<file path="src/rtl/pipe_skid_reg_pkg.sv">
// -----------------------------------------------------------------------------
// pipe_skid_reg_pkg
// Shared pipeline definitions used by the pipeline skid register.
//   - State encoding of the two-slot skid register (value doubles as occupancy).
//   - Bit positions of the control flags and ALU opcode inside the packed
//     control word carried alongside each datapath entry.
// -----------------------------------------------------------------------------
package pipe_skid_reg_pkg;

    // Two-slot holding state; the encoding equals the number of held entries.
    typedef logic [1:0] skid_state_t;

    localparam skid_state_t ST_EMPTY = 2'b00;
    localparam skid_state_t ST_BUSY  = 2'b01;
    localparam skid_state_t ST_FULL  = 2'b10;

    // Control word layout: 7 single-bit flags followed by a 3-bit ALU opcode.
    localparam int unsigned CTRL_REGDST   = 0;
    localparam int unsigned CTRL_ALUSRC   = 1;
    localparam int unsigned CTRL_MEMTOREG = 2;
    localparam int unsigned CTRL_MEMREAD  = 3;
    localparam int unsigned CTRL_MEMWRITE = 4;
    localparam int unsigned CTRL_BRANCH   = 5;
    localparam int unsigned CTRL_REGWRITE = 6;
    localparam int unsigned CTRL_ALUOP_LO = 7;
    localparam int unsigned CTRL_ALUOP_HI = 9;
    localparam int unsigned CTRL_WIDTH    = 10;

endpackage

</file>
<file path="src/rtl/pipe_skid_reg.sv">
// -----------------------------------------------------------------------------
// pipe_skid_reg
// Two-entry pipeline skid register between pipeline stages. Decouples the
// upstream ready from the downstream ready: in_ready depends only on the state
// register, so there is no combinational path from out_ready to in_ready.
//
// Ports
//   clk        in   clock
//   rst        in   synchronous active-high reset (highest priority)
//   flush      in   squash all held entries and any same-cycle input
//   in_valid   in   upstream entry present
//   in_ready   out  an entry can be accepted this cycle
//   in_data    in   upstream datapath payload  [DATA_W]
//   in_ctrl    in   upstream control payload   [CTRL_W]
//   out_valid  out  head entry present
//   out_ready  in   downstream accepts this cycle
//   out_data   out  head-entry datapath payload
//   out_ctrl   out  head-entry control payload, zero when out_valid is low
//   occ        out  number of held entries (0, 1 or 2)
// -----------------------------------------------------------------------------
module pipe_skid_reg
    import pipe_skid_reg_pkg::*;
#(
    parameter int unsigned DATA_W = 138,
    parameter int unsigned CTRL_W = 10
) (
    input  logic              clk,
    input  logic              rst,
    input  logic              flush,
    input  logic              in_valid,
    output logic              in_ready,
    input  logic [DATA_W-1:0] in_data,
    input  logic [CTRL_W-1:0] in_ctrl,
    output logic              out_valid,
    input  logic              out_ready,
    output logic [DATA_W-1:0] out_data,
    output logic [CTRL_W-1:0] out_ctrl,
    output logic [1:0]        occ
);

    skid_state_t       r_state;
    logic [DATA_W-1:0] r_main_data;
    logic [CTRL_W-1:0] r_main_ctrl;
    logic [DATA_W-1:0] r_skid_data;
    logic [CTRL_W-1:0] r_skid_ctrl;

    skid_state_t       w_state_nxt;
    logic [DATA_W-1:0] w_main_data_nxt;
    logic [CTRL_W-1:0] w_main_ctrl_nxt;
    logic [DATA_W-1:0] w_skid_data_nxt;
    logic [CTRL_W-1:0] w_skid_ctrl_nxt;

    logic              w_in_fire;
    logic              w_out_fire;

    assign in_ready   = (r_state != ST_FULL);
    assign out_valid  = (r_state != ST_EMPTY);
    assign w_in_fire  = in_valid && in_ready;
    assign w_out_fire = out_valid && out_ready;

    assign out_data   = r_main_data;
    // A bubble must never carry live write/branch flags downstream.
    assign out_ctrl   = out_valid ? r_main_ctrl : '0;
    assign occ        = r_state;

    always_comb begin
        w_state_nxt     = r_state;
        w_main_data_nxt = r_main_data;
        w_main_ctrl_nxt = r_main_ctrl;
        w_skid_data_nxt = r_skid_data;
        w_skid_ctrl_nxt = r_skid_ctrl;

        if (flush) begin
            // Data registers may keep stale values; clearing ctrl is enough
            // because nothing is valid afterwards.
            w_state_nxt     = ST_EMPTY;
            w_main_ctrl_nxt = '0;
            w_skid_ctrl_nxt = '0;
        end else begin
            case (r_state)
                ST_EMPTY: begin
                    if (w_in_fire) begin
                        w_main_data_nxt = in_data;
                        w_main_ctrl_nxt = in_ctrl;
                        w_state_nxt     = ST_BUSY;
                    end
                end
                ST_BUSY: begin
                    case ({w_in_fire, w_out_fire})
                        2'b11: begin
                            w_main_data_nxt = in_data;
                            w_main_ctrl_nxt = in_ctrl;
                        end
                        2'b10: begin
                            // Downstream stalled: park the new entry behind main.
                            w_skid_data_nxt = in_data;
                            w_skid_ctrl_nxt = in_ctrl;
                            w_state_nxt     = ST_FULL;
                        end
                        2'b01: begin
                            w_state_nxt     = ST_EMPTY;
                        end
                        default: begin
                        end
                    endcase
                end
                ST_FULL: begin
                    // in_ready is low here, so only the drain side can move.
                    if (w_out_fire) begin
                        w_main_data_nxt = r_skid_data;
                        w_main_ctrl_nxt = r_skid_ctrl;
                        w_state_nxt     = ST_BUSY;
                    end
                end
                default: begin
                    w_state_nxt     = ST_EMPTY;
                    w_main_ctrl_nxt = '0;
                    w_skid_ctrl_nxt = '0;
                end
            endcase
        end
    end

    always_ff @(posedge clk) begin
        if (rst) begin
            r_state     <= ST_EMPTY;
            r_main_data <= '0;
            r_main_ctrl <= '0;
            r_skid_data <= '0;
            r_skid_ctrl <= '0;
        end else begin
            r_state     <= w_state_nxt;
            r_main_data <= w_main_data_nxt;
            r_main_ctrl <= w_main_ctrl_nxt;
            r_skid_data <= w_skid_data_nxt;
            r_skid_ctrl <= w_skid_ctrl_nxt;
        end
    end

endmodule

</file>
<file path="config.mk">
export PLATFORM = sky130hd
export DESIGN_NAME = pipe_skid_reg
export DESIGN_NICKNAME = d
export VERILOG_FILES = /design/src/rtl/pipe_skid_reg_pkg.sv /design/src/rtl/pipe_skid_reg.sv
export SDC_FILE = /design/constraint.sdc
export NUM_CORES = 1
export LEC_CHECK = 0
export BUFFER_PORTS_ARGS = -buffer_cell sky130_fd_sc_hd__buf_2
export CAP_MARGIN = 20
export CORE_UTILIZATION = 36
export CTS_CLUSTER_DIAMETER = 60
export DETAILED_ROUTE_END_ITERATION = 10
export MAX_ROUTING_LAYER = met4
export PLACE_DENSITY_LB_ADDON = 0.12
export SLEW_MARGIN = 0
export SYNTH_ARGS = -nofsm -noshare
export SYNTH_HDL_FRONTEND = slang
export SYNTH_SLANG_ARGS = --single-unit
export TNS_END_PERCENT = 1
</file>
<file path="constraint.sdc">
create_clock -name clk -period 4.25 [get_ports clk]
set_input_delay 0.85 -clock clk [delete_from_list [all_inputs] [get_ports clk]]
set_output_delay 0.85 -clock clk [all_outputs]
set_load 0.01 [all_outputs]
</file>
After elaboration in Yosys (flattened, before gate mapping) --
Cells that the tools add are included.
Storage, ports and cells: bits of input ports 153, output and inout bits 152, bits in read-only memories 0, memories 0, latch bits 0, flip-flop bits (word level) 298, RAM bits 0, word-level logic and storage cells 45
Cells by class: shifts and indexed selects 0, magnitude comparators 0, bitwise gates (word level) 2, equal/unequal tests 11, div/mod/pow operators 0, multiplexer cells 15, multiply operators 0, add/sub/neg operators 0, reductions and logical operators 12
Operators by type and width (count):
- two-way mux 138 bit | 3
- case mux 138 bit (3 select lines) | 1
- two-way mux 10 bit | 5
- case mux 10 bit (3 select lines) | 1
- case mux 10 bit (2 select lines) | 1
- AND reduction 3 bit | 3
- != test 2 bit (second input constant) | 4
- == test 2 bit (second input constant) | 3
- case mux 2 bit (3 select lines) | 1
- AND reduction 5 bit | 1
- == test 2 x 1 -> 1 bit (second input constant) | 2
- two-way mux 2 bit | 2
- case mux 2 bit (2 select lines) | 1
- OR reduction 2 bit | 2
- != test 3 x 2 -> 1 bit (second input constant) | 1
- nonzero test 3 bit | 1
- logical AND 1 bit | 2
- zero test 2 bit | 1
- != test 2 x 1 -> 1 bit (second input constant) | 1
- inverter 1 bit | 2
- AND reduction 2 bit | 1
- nonzero test 2 bit | 1

Logic depth before layout (Yosys ltp) --
Gate-level depths: netlist of the first run.
depth after elaboration 5, mapped depth 13, mapped depth without buffers 7

Worst setup path before layout of the first run --
No wires, ideal clock.
path kind input port to flip-flop, start input out_ready, end register r_skid_data[100], cell stages on the path 10, path buffers 3, library setup time 70 ps, required time 4180 ps, setup slack 1558 ps, arrival time 2621 ps, cells stage by stage buf_1 inv_1 nor2_1 inv_1 ha_1 nand4bb_1 clkbuf_1 clkbuf_1 nand2_1 a21oi_1
On the way: longest elaborated chain between the ends 3
Ends and longest elaborated chain:
- start: declaration | line pipe_skid_reg.sv:35 | input logic out_ready,
- logical AND 1 bit | line pipe_skid_reg.sv:59 | assign w_out_fire = out_valid && out_ready;
- == test 2 bit | line pipe_skid_reg.sv:89 | case ({w_in_fire, w_out_fire})
- AND reduction 3 bit (no source line)
- end signal: assignment | line pipe_skid_reg.sv:135 | r_skid_data <= w_skid_data_nxt;
- end: declaration | line pipe_skid_reg.sv:44 | logic [DATA_W-1:0] r_skid_data;
No other way between the ends. A chain may end at the register's enable or synchronous reset.

Worst setup path in the final report of the first run --
start register r_state[0], in the netlist occ[0], end output in_ready
On the way: longest elaborated chain between the ends 1
Ends and longest elaborated chain:
- start: declaration | line pipe_skid_reg.sv:41 | skid_state_t r_state;
- start signal: assignment | line pipe_skid_reg.sv:132 | r_state <= w_state_nxt;
- != test 2 bit | line pipe_skid_reg.sv:56 | assign in_ready = (r_state != ST_FULL);
- end: declaration | line pipe_skid_reg.sv:31 | output logic in_ready,
No other way between the ends.

==> out/qor.csv, run 1 <==
metric,value,unit
status,"complete, no violations",
ys_async_sr_fraction,0,%
synth_cells,1413,
slew_violations,0,
clkTransAtPathRegs,0.05,ns
drc,0,
hold_class,flip-flop to flip-flop,
cts_setup_buffers,0,
yosys.area.top_type,dfxtp_1,
drive_gt1_share,30.9,%
cp-start-kind,flip-flop,
areaGrowthSynthToFinish,22.2,%
tightestPinTransition,1.00,ns
relSlewSlack,33.1,%
crit_required,3.40,ns
maxCapViolations,0,
internal_power,5.34,mW
core,0.0367,mm^2
combinationalPowerShare,11.5,%
cts.path.max_buffers,3,
synth_area,0.0135,mm^2
detailedPlace.worstSlack,1.01,ns
seq_power_share,41.7,%
fp.dieArea,0.0382,mm^2
ant_nets,0,
drt_iter0_markers,553,
avgSynthCellArea,9.53,um^2
antenna_found_initial,17,
cpMostUsedCell,buf_4,
power.leakage,7.07,nW
fin_nets,1782,
max_freq,302,MHz
avgRoutedWirePerCell,18.9,um
dp_hpwl,22700,um
num_io_pins,305,
synth.yosys.seq_area_share,44.3,%
min_to,r_skid_data[126]$_SDFFE_PP0P_,
dr.pass1.iters,5,
crit_chain,buf_4 -> nand2b_4 -> buf_4 -> buf_2,
synth_area_leaders,"dfxtp_1 (44%), a211oi_2 (11%), mux2i_1 (11%)",
num_vias,11312,
setup_slack,0.935,ns
synth_nets,1569,
p_per_area,434,mW/mm^2
overflow,0,
setup_violations,0,
p_sw_share,25.2,%
die_h,195,um
cts_resized,0,
hold_depth,2,
wl,40500,um
holdBufCountCts,0,
grt_pass1_vias,10955,
cts_max_level,2,
core.rowCount,70,
grt_max_degree,139,
path_max_fanout,57,
root_buffer,clkbuf_16,
crit_path_end_kind,output port,
crit_slowest_cell,buf_4,
vias_per_cell,5.29,
fin_crit_sh,78.0,%
hp-start,r_skid_data[126]$_SDFFE_PP0P_,
setup_tns,0,ns
yosysTopAreaCellShare,44.3,%
reg2reg_from,occ[1]$_SDFFE_PP0P_,
synth_edf_count,0,
path_delay_family,buffers and inverters,
worst-path-buf-inv,3,
clock-sinks,298,
die_w,195,um
worst_clock_skew,0.0141,ns
synth_top_flop_cell,dfxtp_1,
slowest_delay,0.75,ns
ys_types,28,
finalHoldViolCount,0,
min_period,3.32,ns
p_clk_share,46.8,%
yosys_register_bits,298,
worstSetupPathType,flip-flop to output port,
port_buffers,304,
grt_pass1_wl,63600,um
p_switching,1.80,mW
r2r-end,r_skid_data[46]$_SDFFE_PP0P_,
rsz0062_at_grt,no,
clock_latency,0.54,ns
gp_congestion,0.746,
ys_warn_count,0,
cts_tree,done,
rr_worst_depth,8,
worstPathArrival,2.47,ns
cts_buffers,38,
regToRegSetupSlack,1.11,ns
gr-usage-all-layers,21.4,%
vdd_drop_max,0.000250,V
initial_utilization,36.7,%
-- layout by cell type, fill, tap and decap left out, types with 14 or more instances in the layout --
cell,instances
a21oi_1,148
mux2i_1,150
inv_1,14
o21a_1,21
nor2b_1,20
a211oi_2,120
clkbuf_16,41
a211oi_1,156
diode_2,17
buf_2,303
dfxtp_1,298
nand2_1,277
-- metrics by stage --
stage	std cells	hold WS, ns	total power [mW]	area [um^2]	util (%)
2_1_floorplan	1413	0.436	3.55	13500	-
5_1_grt	2138	0.465	7.43	16500	44.8
3_3_place_gp	2053	0.440	3.85	15100	41.2
3_5_place_dp	2053	0.446	3.86	15100	41.2
4_1_cts	2120	0.453	7.24	16400	44.7
6_report	2138	0.451	7.14	16500	44.8
-- sequential cells by signal, indices dropped and copies added, names as in the netlist --
name         flops
r_skid_data    138
r_main_ctrl     10
out_data       138
occ              2
r_skid_ctrl     10
-- cells by family after synthesis --
logic type | Yosys count | share of synthesized area (%)
muxes | 151 | 11.3
DFF | 298 | 44.3
adders and majority gates | 3 | 0.279
buffers and inverters | 166 | 6.27
AOI/OAI and AO/OA | 457 | 27.3
and+or+nand+nor | 338 | 10.6
-- cell usage after synthesis (2+ instances only) --
cell type	count
and4bb_2	2
nand2_1	277
nand2b_1	11
clkbuf_1	57
nand3_1	10
a21oi_1	148
mux2i_1	150
ha_1	3
buf_1	3
inv_1	14
a211oi_1	156
buf_6	13
nor2_1	5
o32ai_1	10
buf_4	9
a211oi_2	120
nor3b_1	10
o21a_1	21
nor2b_1	20
buf_2	69
dfxtp_1	298
-- area by class of cell --
| cell class | count | area [um^2] |
|---|---|---|
| sequential | 298 | 5970 |
| tap | 468 | 586 |
| multi-input combinational | 949 | 6700 |
| clock buffer | 60 | 1190 |
| clock inverter | 7 | 114 |
| fill | 3633 | 20200 |
| inverter | 14 | 52.6 |
| antenna | 17 | 42.5 |
| timing repair buffer | 325 | 1800 |
-- worst max-delay path by stage --
stage               cells past startpoint  slack (ns)                       endpoint           startpoint
floorplan                              10        1.56  r_skid_data[100]$_SDFFE_PP0P_            out_ready
global placement                        9        1.06   r_skid_data[43]$_SDFFE_PP0P_            out_ready
detailed placement                      9        1.01   r_skid_data[31]$_SDFFE_PP0P_            out_ready
CTS                                     4        0.84                       in_ready  occ[0]$_SDFFE_PP0P_
global route                            4        0.78                       in_ready  occ[0]$_SDFFE_PP0P_
finish                                  4        0.93                       in_ready  occ[0]$_SDFFE_PP0P_
-- power groups by stage --
| stage | Clock, mW | Sequential, mW | Combinational, mW |
|---|---|---|---|
| after global routing | 3.55 | 2.99 | 0.889 |
| after global placement | 0 | 3.04 | 0.813 |
| after CTS | 3.44 | 2.98 | 0.827 |
| final | 3.34 | 2.98 | 0.818 |
| after detailed placement | 0 | 3.04 | 0.824 |
| after floorplan | 0 | 3.08 | 0.472 |
-- worst register-to-register path, stage by stage (launching register included) --
cell      delay [ns]
dfxtp_1         0.30
nor2_1          0.72
nor2_1          0.19
inv_1           0.11
ha_1            0.66
and4bb_4        0.40
buf_12          0.32
nand2_1         0.21
a21oi_1         0.14
-- routing by layer --
metal | global-route usage (%) | share of wire, %
met1 | 27.9 | 46
met3 | 5.68 | 6.4
met4 | 7.14 | 2.1
met2 | 32.1 | 45
met5 | - | 0
No activity file was read; power rests on OpenSTA's default activity.
==> run 2: changes to the inputs <==
--- a/config.mk
+++ b/config.mk
@@ -5,6 +5,7 @@
 export SDC_FILE = /design/constraint.sdc
 export NUM_CORES = 1
 export LEC_CHECK = 0
+export ABC_AREA = 1
 export BUFFER_PORTS_ARGS = -buffer_cell sky130_fd_sc_hd__buf_2
 export CAP_MARGIN = 20
 export CORE_UTILIZATION = 36
==> constraint.sdc (replaced) <==
create_clock -name clk -period 2.8 [get_ports clk]
set_input_delay 0.56 -clock clk [delete_from_list [all_inputs] [get_ports clk]]
set_output_delay 0.56 -clock clk [all_outputs]
set_load 0.01 [all_outputs]
==> run 2 against run 1 <==
Effect of this change: non-clock buffer count increased by 12; clock-buffer cell count fell by 5; highest routed layer unchanged; setup slack got worse by 0.70 ns; largest cell class unchanged; largest power group unchanged.
==> out/qor.csv, run 2 <==
metric,value,unit,change
regToRegSetupSlack,0.23,ns,-0.88 ns
hp-start,in_data[57],,
setup_tns,0,ns,unchanged
grt_pass1_wl,67400,um,+6.1%
worstPathArrival,3.04,ns,+0.57 ns
cp-start-kind,flip-flop,,
gr-usage-all-layers,22.5,%,+1.0 points
port_buffers,304,,unchanged
die_w,196,um,+0.39%
power,10.8,mW,+51%
yosysTopAreaCellShare,44.0,%,-0.35 points
ant_nets,0,,unchanged
synth_cells,2126,,+50%
fin_crit_sh,91.7,%,
synth_common_cells,"nor2_1 (577), nand2_1 (443), dfxtp_1 (298)",,
grt_use_met3,4.66,%,-1.0 points
fin_area,0.0167,mm^2,+1.8%
synth_area_leaders,"dfxtp_1 (44%), nor2_1 (16%), nand2_1 (12%)",,
clkTransAtPathRegs,0.06,ns,about the same
placed_area,0.0154,mm^2,+2.1%
worst_clock_skew,0.0131,ns,-0.000974 ns
top_usage_layer,met2,,
r2r-end,r_skid_data[107]$_SDFFE_PP0P_,,
rsz0062_at_grt,no,,
core,0.0369,mm^2,+0.48%
dr.pass1.iters,5,,unchanged
yosysMostFrequentCell,nor2_1,,
slew_violations,0,,unchanged
synth_nets,2282,,+45%
detailedPlace.worstSlack,-0.140,ns,-1.15 ns
initial_utilization,36.8,%,+0.12 points
hold_class,input pin to flip-flop,,
crit_slowest_cell,buf_4,,
final_core_util,45.4,%,+0.58 points
worstSetupPathType,flip-flop to flip-flop,,
final_cell_mix,"nor2_1 (575), nand2_1 (442), buf_2 (304)",,
yosys_register_bits,298,,unchanged
drt_iter0_markers,707,,+28%
avgSynthCellArea,6.38,um^2,-33%
p_per_area,645,mW/mm^2,+49%
grt_pass1_vias,12618,,+15%
overflow,0,,unchanged
drive_gt1_share,17.1,%,-14 points
synth_top_flop_cell,dfxtp_1,,
power.leakage,8.83,nW,+25%
cts.path.max_buffers,3,,unchanged
met2_usage,35.8,%,+3.8 points
finalHoldViolCount,0,,unchanged
synth_edf_count,0,,unchanged
fin_nets,2501,,+40%
antenna_found_initial,12,,-5
grt_max_degree,98,,-29%
clock-sinks,298,,unchanged
hold_depth,3,,+1
rr_worst_depth,10,,+2
crit_required,3.27,ns,-0.13 ns
cts_max_level,2,,unchanged
ys_types,21,,-25%
vdd_drop_max,0.000448,V,+79%
root_buffer,clkbuf_16,,
drc,0,,unchanged
num_io_pins,305,,unchanged
path_max_fanout,48,,-16%
tightestPinTransition,1.06,ns,+0.0586 ns
min_period,2.57,ns,
slowest_delay,0.53,ns,-0.22 ns
gp_congestion,0.840,,+13%
die_h,196,um,+0.39%
avgRoutedWirePerCell,14.6,um,-23%
num_vias,13653,,+21%
wl,42100,um,+3.9%
worst-path-buf-inv,5,,+2
maxCapViolations,0,,unchanged
clock_latency,0.54,ns,about the same
reg2reg_from,occ[0]$_SDFFE_PP0P_,,
synth.yosys.seq_area_share,44.0,%,-0.35 points
synth_area,0.0136,mm^2,+0.80%
yosys.area.top_type,dfxtp_1,,
cts_buffers,38,,unchanged
dp_hpwl,25800,um,+13%
ys_async_sr_fraction,0,%,unchanged
status,"complete, no violations",,
cts_tree,done,,
vias_per_cell,4.74,,-10%
holdBufCountCts,0,,unchanged
ys_warn_count,0,,unchanged
core.rowCount,70,,unchanged
crit_path_end_kind,flip-flop,,
crit_chain,inv_4 -> buf_4 -> buf_4 -> nor2_1 -> nand2_1 -> nor2_4 -> inv_4 -> buf_4 -> nor2_1 -> nor2_1,,
setup_slack,0.234,ns,-0.701 ns
fp.dieArea,0.0385,mm^2,+0.79%
areaGrowthSynthToFinish,23.4,%,
path_delay_family,buffers and inverters,,
n_fill_cell,3916,,+7.8%
setup_violations,0,,unchanged
final_common_cell,nor2_1,,
max_freq,390,MHz,
relSlewSlack,29.2,%,-3.9 points
met1_usage,28.2,%,+0.35 points
cp_num_cells,10,,+6
min_to,r_skid_data[57]$_SDFFE_PP0P_,,
==> run 2: worst max-delay path by stage <==
stage | end | slack, ns | startpoint
2_1_floorplan | out_data[72]$_SDFFE_PP0P_ | 0.48 | occ[0]$_SDFFE_PP0P_
3_3_place_gp | out_data[134]$_SDFFE_PP0P_ | -0.12 | out_ready
3_5_place_dp | out_data[101]$_SDFFE_PP0P_ | -0.14 | out_ready
4_1_cts | out_data[15]$_SDFFE_PP0P_ | 0.06 | occ[0]$_SDFFE_PP0P_
5_1_grt | out_data[44]$_SDFFE_PP0P_ | 0.02 | occ[0]$_SDFFE_PP0P_
6_report | r_skid_data[107]$_SDFFE_PP0P_ | 0.23 | occ[0]$_SDFFE_PP0P_
==> run 2: cell families (layout without fill, tap and decap cells) <==
logic type | after synthesis | count (layout) | share of synthesized area, %
buffers and inverters | 349 | 590 | 10.5
flip-flops | 298 | 298 | 44.0
AND/OR/NAND/NOR | 1305 | 1305 | 38.8
adder cells (fa/ha/maj) | 3 | 3 | 0.277
other | 0 | 12 | 0
AO/OA/AOI/OAI | 171 | 171 | 6.49
==> run 2: through the flow <==
step                std cells  hold slack [ns]
global route             2883            0.252
detailed placement       2807            0.459
finish                   2883            0.259
floorplan                2126            0.442
CTS                      2869            0.232
global placement         2807            0.455
==> run 2: final cells by class <==
class | instances | area (um^2) | share of cell area (%)
Multi-Input combinational cell | 1479 | 6220 | 37.1
Sequential cell | 298 | 5970 | 35.6
Timing Repair Buffer | 337 | 1920 | 11.5
Clock buffer | 55 | 1160 | 6.92
Inverter | 191 | 729 | 4.36
Tap cell | 504 | 631 | 3.77
Clock inverter | 7 | 91.3 | 0.545
Antenna cell | 12 | 30.0 | 0.179
==> run 2: metal layers <==
metal / part of all wire [%] / vias up / routed length, um
li1: - / 7026 / -
met1: 45 / 6209 / 19100
met2: 47 / 357 / 19700
met3: 6.0 / 61 / 2520
met4: 1.8 / 0 / 748
met5: 0 / - / 0
==> run 2: report_power, final <==
| part | leakage, nW | switching (mW) | total [mW] | internal (mW) |
|---|---|---|---|---|
| Sequential | 2.43 | 0.118 | 4.59 | 4.47 |
| Clock | 0.614 | 1.84 | 4.87 | 3.03 |
| Combinational | 5.78 | 0.838 | 1.33 | 0.496 |
| Total | 8.83 | 2.80 | 10.8 | 8.00 |
==> run 2: repair_timing <==
action	4_1_cts	5_1_grt
endpoints found under the hold margin	0	0
gates resized for setup	1	1
setup endpoints to repair	1	78
setup buffers	0	0
pin swaps	0	0
==> run 2: tightest hold or removal path, cell delays in order <==
cell and delay [ns]:
buf_2 0.09, nor2_1 0.04, nor2_1 0.08
